[src/rtl/glitch_trig_seq.sv]
// Trigger sequencer for the clock glitcher: waits for an armed ext_trig edge,
// counts a delay, then emits a train of trig pulses separated by low gaps.
module glitch_trig_seq #(
    parameter int DELAY_W = 16,
    parameter int WIDTH_W = 8,
    parameter int COUNT_W = 8
) (
    input  logic               clk,
    input  logic               rst_n,
    input  logic               arm,
    input  logic               abort,
    input  logic               ext_trig,
    input  logic [DELAY_W-1:0] delay,
    input  logic [WIDTH_W-1:0] pulse_width,
    input  logic [DELAY_W-1:0] gap,
    input  logic [COUNT_W-1:0] repeat_count,
    output logic               trig,
    output logic               armed,
    output logic               busy,
    output logic               done
);

    typedef enum logic [2:0] {
        ST_IDLE,
        ST_ARMED,
        ST_DELAY,
        ST_PULSE,
        ST_GAP,
        ST_DONE
    } state_t;

    state_t state_q, state_d;

    logic sync1_q, sync2_q, hist_q;
    logic trig_q, trig_d;
    logic edge_det;

    logic [DELAY_W-1:0] cfg_delay_q, cfg_delay_d;
    logic [WIDTH_W-1:0] cfg_pw_q, cfg_pw_d;
    logic [DELAY_W-1:0] cfg_gap_q, cfg_gap_d;
    logic [COUNT_W-1:0] cfg_rep_q, cfg_rep_d;

    logic [DELAY_W-1:0] delay_cnt_q, delay_cnt_d;
    logic [WIDTH_W-1:0] width_cnt_q, width_cnt_d;
    logic [COUNT_W-1:0] rep_cnt_q, rep_cnt_d;

    logic [WIDTH_W-1:0] pw_eff;
    logic [DELAY_W-1:0] gap_eff;
    logic [COUNT_W-1:0] rep_eff;

    assign edge_det = sync2_q & ~hist_q;
    assign pw_eff   = (cfg_pw_q  == '0) ? WIDTH_W'(1) : cfg_pw_q;
    assign gap_eff  = (cfg_gap_q == '0) ? DELAY_W'(1) : cfg_gap_q;
    assign rep_eff  = (cfg_rep_q == '0) ? COUNT_W'(1) : cfg_rep_q;

    always_ff @(posedge clk or negedge rst_n) begin
        if (!rst_n) begin
            state_q     <= ST_IDLE;
            sync1_q     <= 1'b0;
            sync2_q     <= 1'b0;
            hist_q      <= 1'b0;
            trig_q      <= 1'b0;
            cfg_delay_q <= '0;
            cfg_pw_q    <= '0;
            cfg_gap_q   <= '0;
            cfg_rep_q   <= '0;
            delay_cnt_q <= '0;
            width_cnt_q <= '0;
            rep_cnt_q   <= '0;
        end else begin
            state_q     <= state_d;
            sync1_q     <= ext_trig;
            sync2_q     <= sync1_q;
            hist_q      <= sync2_q;
            trig_q      <= trig_d;
            cfg_delay_q <= cfg_delay_d;
            cfg_pw_q    <= cfg_pw_d;
            cfg_gap_q   <= cfg_gap_d;
            cfg_rep_q   <= cfg_rep_d;
            delay_cnt_q <= delay_cnt_d;
            width_cnt_q <= width_cnt_d;
            rep_cnt_q   <= rep_cnt_d;
        end
    end

    // delay_cnt is shared between the initial delay and the inter-pulse gap.
    always_comb begin
        state_d     = state_q;
        cfg_delay_d = cfg_delay_q;
        cfg_pw_d    = cfg_pw_q;
        cfg_gap_d   = cfg_gap_q;
        cfg_rep_d   = cfg_rep_q;
        delay_cnt_d = delay_cnt_q;
        width_cnt_d = width_cnt_q;
        rep_cnt_d   = rep_cnt_q;
        if (abort) begin
            state_d = ST_IDLE;
        end else begin
            case (state_q)
                ST_IDLE: begin
                    if (arm) begin
                        state_d     = ST_ARMED;
                        cfg_delay_d = delay;
                        cfg_pw_d    = pulse_width;
                        cfg_gap_d   = gap;
                        cfg_rep_d   = repeat_count;
                    end
                end
                ST_ARMED: begin
                    if (edge_det) begin
                        rep_cnt_d = rep_eff;
                        if (cfg_delay_q != '0) begin
                            state_d     = ST_DELAY;
                            delay_cnt_d = cfg_delay_q;
                        end else begin
                            state_d     = ST_PULSE;
                            width_cnt_d = pw_eff;
                        end
                    end
                end
                ST_DELAY: begin
                    if (delay_cnt_q <= DELAY_W'(1)) begin
                        state_d     = ST_PULSE;
                        width_cnt_d = pw_eff;
                    end else begin
                        delay_cnt_d = delay_cnt_q - DELAY_W'(1);
                    end
                end
                ST_PULSE: begin
                    if (width_cnt_q <= WIDTH_W'(1)) begin
                        rep_cnt_d = rep_cnt_q - COUNT_W'(1);
                        if (rep_cnt_q <= COUNT_W'(1)) begin
                            state_d = ST_DONE;
                        end else begin
                            state_d     = ST_GAP;
                            delay_cnt_d = gap_eff;
                        end
                    end else begin
                        width_cnt_d = width_cnt_q - WIDTH_W'(1);
                    end
                end
                ST_GAP: begin
                    if (delay_cnt_q <= DELAY_W'(1)) begin
                        state_d     = ST_PULSE;
                        width_cnt_d = pw_eff;
                    end else begin
                        delay_cnt_d = delay_cnt_q - DELAY_W'(1);
                    end
                end
                ST_DONE: state_d = ST_IDLE;
                default: state_d = ST_IDLE;
            endcase
        end
    end

    // trig is registered from the next state so it is high exactly in PULSE.
    always_comb begin
        trig_d = (state_d == ST_PULSE);
        trig   = trig_q;
        armed  = (state_q == ST_ARMED);
        busy   = (state_q != ST_IDLE);
        done   = (state_q == ST_DONE);
    end

endmodule
[config.mk]
export PLATFORM = sky130hd
export DESIGN_NAME = glitch_trig_seq
export DESIGN_NICKNAME = d
export VERILOG_FILES = /design/src/rtl/glitch_trig_seq.sv
export SDC_FILE = /design/constraint.sdc
export NUM_CORES = 1
export LEC_CHECK = 0
export ABC_AREA = 1
export CORE_AREA = 2 2 92 116
export CTS_CLUSTER_DIAMETER = 60
export DETAILED_ROUTE_END_ITERATION = 10
export DIE_AREA = 0 0 94 118
export GPL_ROUTABILITY_DRIVEN = 1
export PLACE_DENSITY_LB_ADDON = 0.12
export REMOVE_ABC_BUFFERS = 1
export SLEW_MARGIN = 20
export SYNTH_ARGS = -nofsm -noshare
export SYNTH_HDL_FRONTEND = slang
export SYNTH_SLANG_ARGS = --single-unit
[constraint.sdc]
create_clock -name clk -period 2.3 [get_ports clk]
set_input_delay 0.23 -clock clk [delete_from_list [all_inputs] [get_ports clk]]
set_output_delay 0.23 -clock clk [all_outputs]
set_load 0.005 [all_outputs]
==> summary.md <==
| Metric | Value |
|---|---|
| Setup-failing EPs final | 0 |
| CTS H-tree depth | 3 |
| Post-synth EDFFs | 0 |
| Arr. time, crit path | 1.79 ns |
| Final-stage net count | 735 |
| Post-synthesis xor/xnor area fraction | 0.00361 |
| Post-CTS Setup Inserts | 0 |
| Drt drc | 0 |
| Flop2flop setup slack | 0.34 ns |
| Outcome | completed |
| Maximum clock rate | 0.496 GHz |
| Period utilisation layout | 0.877 |
| Site Rows | 41 |
| Area leader, netlist | dfrtp_1 |
| Worst-Skew Late Latency | 0.34 ns |
| Crit-path max FO | 4 |
| Dpl hpwl | 8.29 mm |
| Max Slew Vio Count | 0 |
| CTS Buf Count | 9 |
| Class of the most critical setup path | reg2out |
| RSZ-0062 raised after global routing | false |
| Placed cell area | 5560 sq um |
| FF+latch count, synth | 87 |
| GRT Total Usage | 0.215 |
| Post-synth top cells | nand2_1 (184), dfrtp_1 (87), nor2_1 (80) |
| Largest family of logic cells by synthesized area | simple AND/OR/NAND/NOR gates |
| Share of cells above drive strength 1 | 0.113 |
| Inst Count DP | 793 |
| Die X | 94 microns |
| CP peak stage delay | 0.52 ns |
| First-pass GRT wire length | 18.9 mm |
| Power density over the cells | 1010 nW/um^2 |
| PortBufs | 56 |
| Max_cap viols | 0 |
| CTS max path bufs | 2 |
| Vias per cell | 5.05 |
| Synth warn | 0 |
| Clk_skew | 0.00836 ns |
| Mux cell area share after synthesis | 0.0834 |
| Final Routed Wirelength | 11.2 mm |
| Final instance area | 5870 sq um |
| Adder-cell share of the synthesized area | 0.0155 |
| Slowest cell on crit path | clkdlybuf4s50_1 |
| Crit path cell chain | inv_1, nor2_1, nand2_1, inv_1, clkdlybuf4s50_1 |
| Simple-Gate Fraction of Synth Area | 0.315 |
| Initial antenna violation count | 0 |
| GRT Residual Overflow | 0 |
| Antenna diodes | 0 |
| Vias in the first global route | 4,116 |
| Max-slew headroom | 0.440 |
| Die ar. | 11,100 sq um |
| Max IR drop VDD | 0.000569 V |
| Avg Cell Area, Syn | 7.86 sq um |
| DRT Pass-1 Iters | 4 |
| Final hold viol count | 0 |
| DR WL/cell | 13.8 microns |
| Synth unique cells | 37 |
| Final Instance Count excl. Fillers | 809 |
| DIE HEIGHT | 118 microns |
| CTS sink cnt | 87 |
| Leakage | 2.78 nW |
| Yosys top cell area share | 0.448 |
| Area Growth Syn to Fin | 20.8% |
| Asr flop ratio synth | 1.00 |
| WP data required | 2.07 ns |
| Via Count | 4,087 |
| I/O Pins | 57 |
| CTS tree | yes |
| Ys flop type | dfrtp_1 |
| Synth Cell Area | 4860 sq um |
| Core area | 10,000 sq um |
| Critical Path Sink Type | output port |
| Post-synthesis compound-gate area fraction | 0.0662 |
| CP Launch Type | register |
| Reg clk slew, reported paths | 0.06 ns |
| Most numerous cell in the Yosys netlist | nand2_1 |
| First DRT Iteration DRCs | 160 |
| Clock root buffer | clkbuf_16 |
| Actual slew at the worst max-slew pin | 0.837 ns |
| GPL Wtd Cong | 0.888 |
| Sequential element share of the synthesized area | 0.448 |
| Synth Instances | 618 |
| Minimum clock period | 2.02 ns |
| Hold path depth | 1 |
| Cell mode on critical path | inv_1 |
| Starting Density | 0.486 |
| Dominant cells by area after synthesis | dfrtp_1 (45%), nand2_1 (14%), mux2_2 (7.6%) |
| Hold Path Class | in2reg |
| Worst r2r path cells | 9 |
| Largest net degree at the start of global routing | 61 |
| Final ANT Viol Nets | 0 |
==> state kept, by name (all words and copies together) (netlist names) <==
signal       flops
width_cnt_q      8
trig             1
rep_cnt_q        8
state_q          3
hist_q           1
cfg_rep_q        8
cfg_pw_q         8
delay_cnt_q     16
cfg_delay_q     16
sync2_q          1
sync1_q          1
cfg_gap_q       16
==> layout by cell type (no fill, tap or decap), types with 4 or more instances in the layout <==
cell             instances
nand2_1                184
dfrtp_1                 87
nor2_1                  80
inv_1                   61
nand3_1                 59
clkdlybuf4s50_1         55
mux2_2                  33
o21ai_0                 21
a21oi_1                 14
clkbuf_16                9
o21ai_1                  7
ha_1                     6
buf_4                    5
nand3_2                  4
nand2_4                  4
nand2_2                  4
nor3_1                   4
o21bai_1                 4
o211ai_1                 4
==> routing by layer <==
metal	vias to the layer above	global-route usage	part of all wire
met3	14	0.0237	0.042
li1	2097	-	-
met4	0	0.0788	0.016
met5	-	0	0
met2	67	0.398	0.54
met1	1909	0.248	0.41
==> where the power goes <==
group	total (W)	switching, W	internal, W
Sequential	0.00249	0.000466	0.00202
Combinational	0.00199	0.00117	0.000824
Clock	0.00147	0.000579	0.000893
==> timing repair <==
action,4_1_cts,5_1_grt
hold endpoints to repair,42,0
resized for setup,0,0
hold buffers,1,0
==> critical path, delay by kind of cell (launching register included) <==
kind                   cells  cell delay (ns)
buffers and inverters      3             0.81
AND/OR/NAND/NOR            2             0.20
flip-flops                 1             0.43
==> kinds of logic after synthesis <==
group           after synthesis
simple gates                351
flops                        87
buf+inv                      79
compound gates               57
mux                          36
fa+ha+maj                     6
xor+xnor                      2
==> final cells by class <==
type,instances,area (sq um)
Fill cell,936,4140
Multi-Input combinational cell,452,2350
Sequential cell,87,2180
Timing Repair Buffer,63,638
Clock buffer,12,256
Inverter,63,236
Tap cell,129,161
Clock inverter,3,42.5
==> metrics by stage <==
| step | utilization | worst slack (ns) | setup TNS, ns | hold WS [ns] | total power, W |
|---|---|---|---|---|---|
| 6_report | 0.586 | 0.282 | 0 | 0.329 | 0.00595 |
| 5_1_grt | 0.586 | 0.144 | 0 | 0.348 | 0.00643 |
| 4_1_cts | 0.586 | 0.282 | 0 | 0.325 | 0.00600 |
| 3_5_place_dp | 0.556 | 0.357 | 0 | 0.258 | 0.00451 |
| 3_3_place_gp | 0.556 | 0.395 | 0 | 0.260 | 0.00445 |
| 2_1_floorplan | - | -0.578 | -22.78 | -0.0656 | 0.00388 |
==> final timing paths <==
path,start,endpoint
hold / removal,ext_trig,sync1_q$_DFF_PN0_
max in group asynchronous,rst_n,cfg_pw_q[7]$_DFFE_PN0P_
setup / recovery,state_q[0]$_DFF_PN0_,armed
setup reg to reg,state_q[0]$_DFF_PN0_,delay_cnt_q[11]$_DFFE_PN0P_
min in group asynchronous,rst_n,cfg_delay_q[9]$_DFFE_PN0P_
hold reg to reg,sync1_q$_DFF_PN0_,sync2_q$_DFF_PN0_
Note: power is estimated with default switching activity, not from simulation.
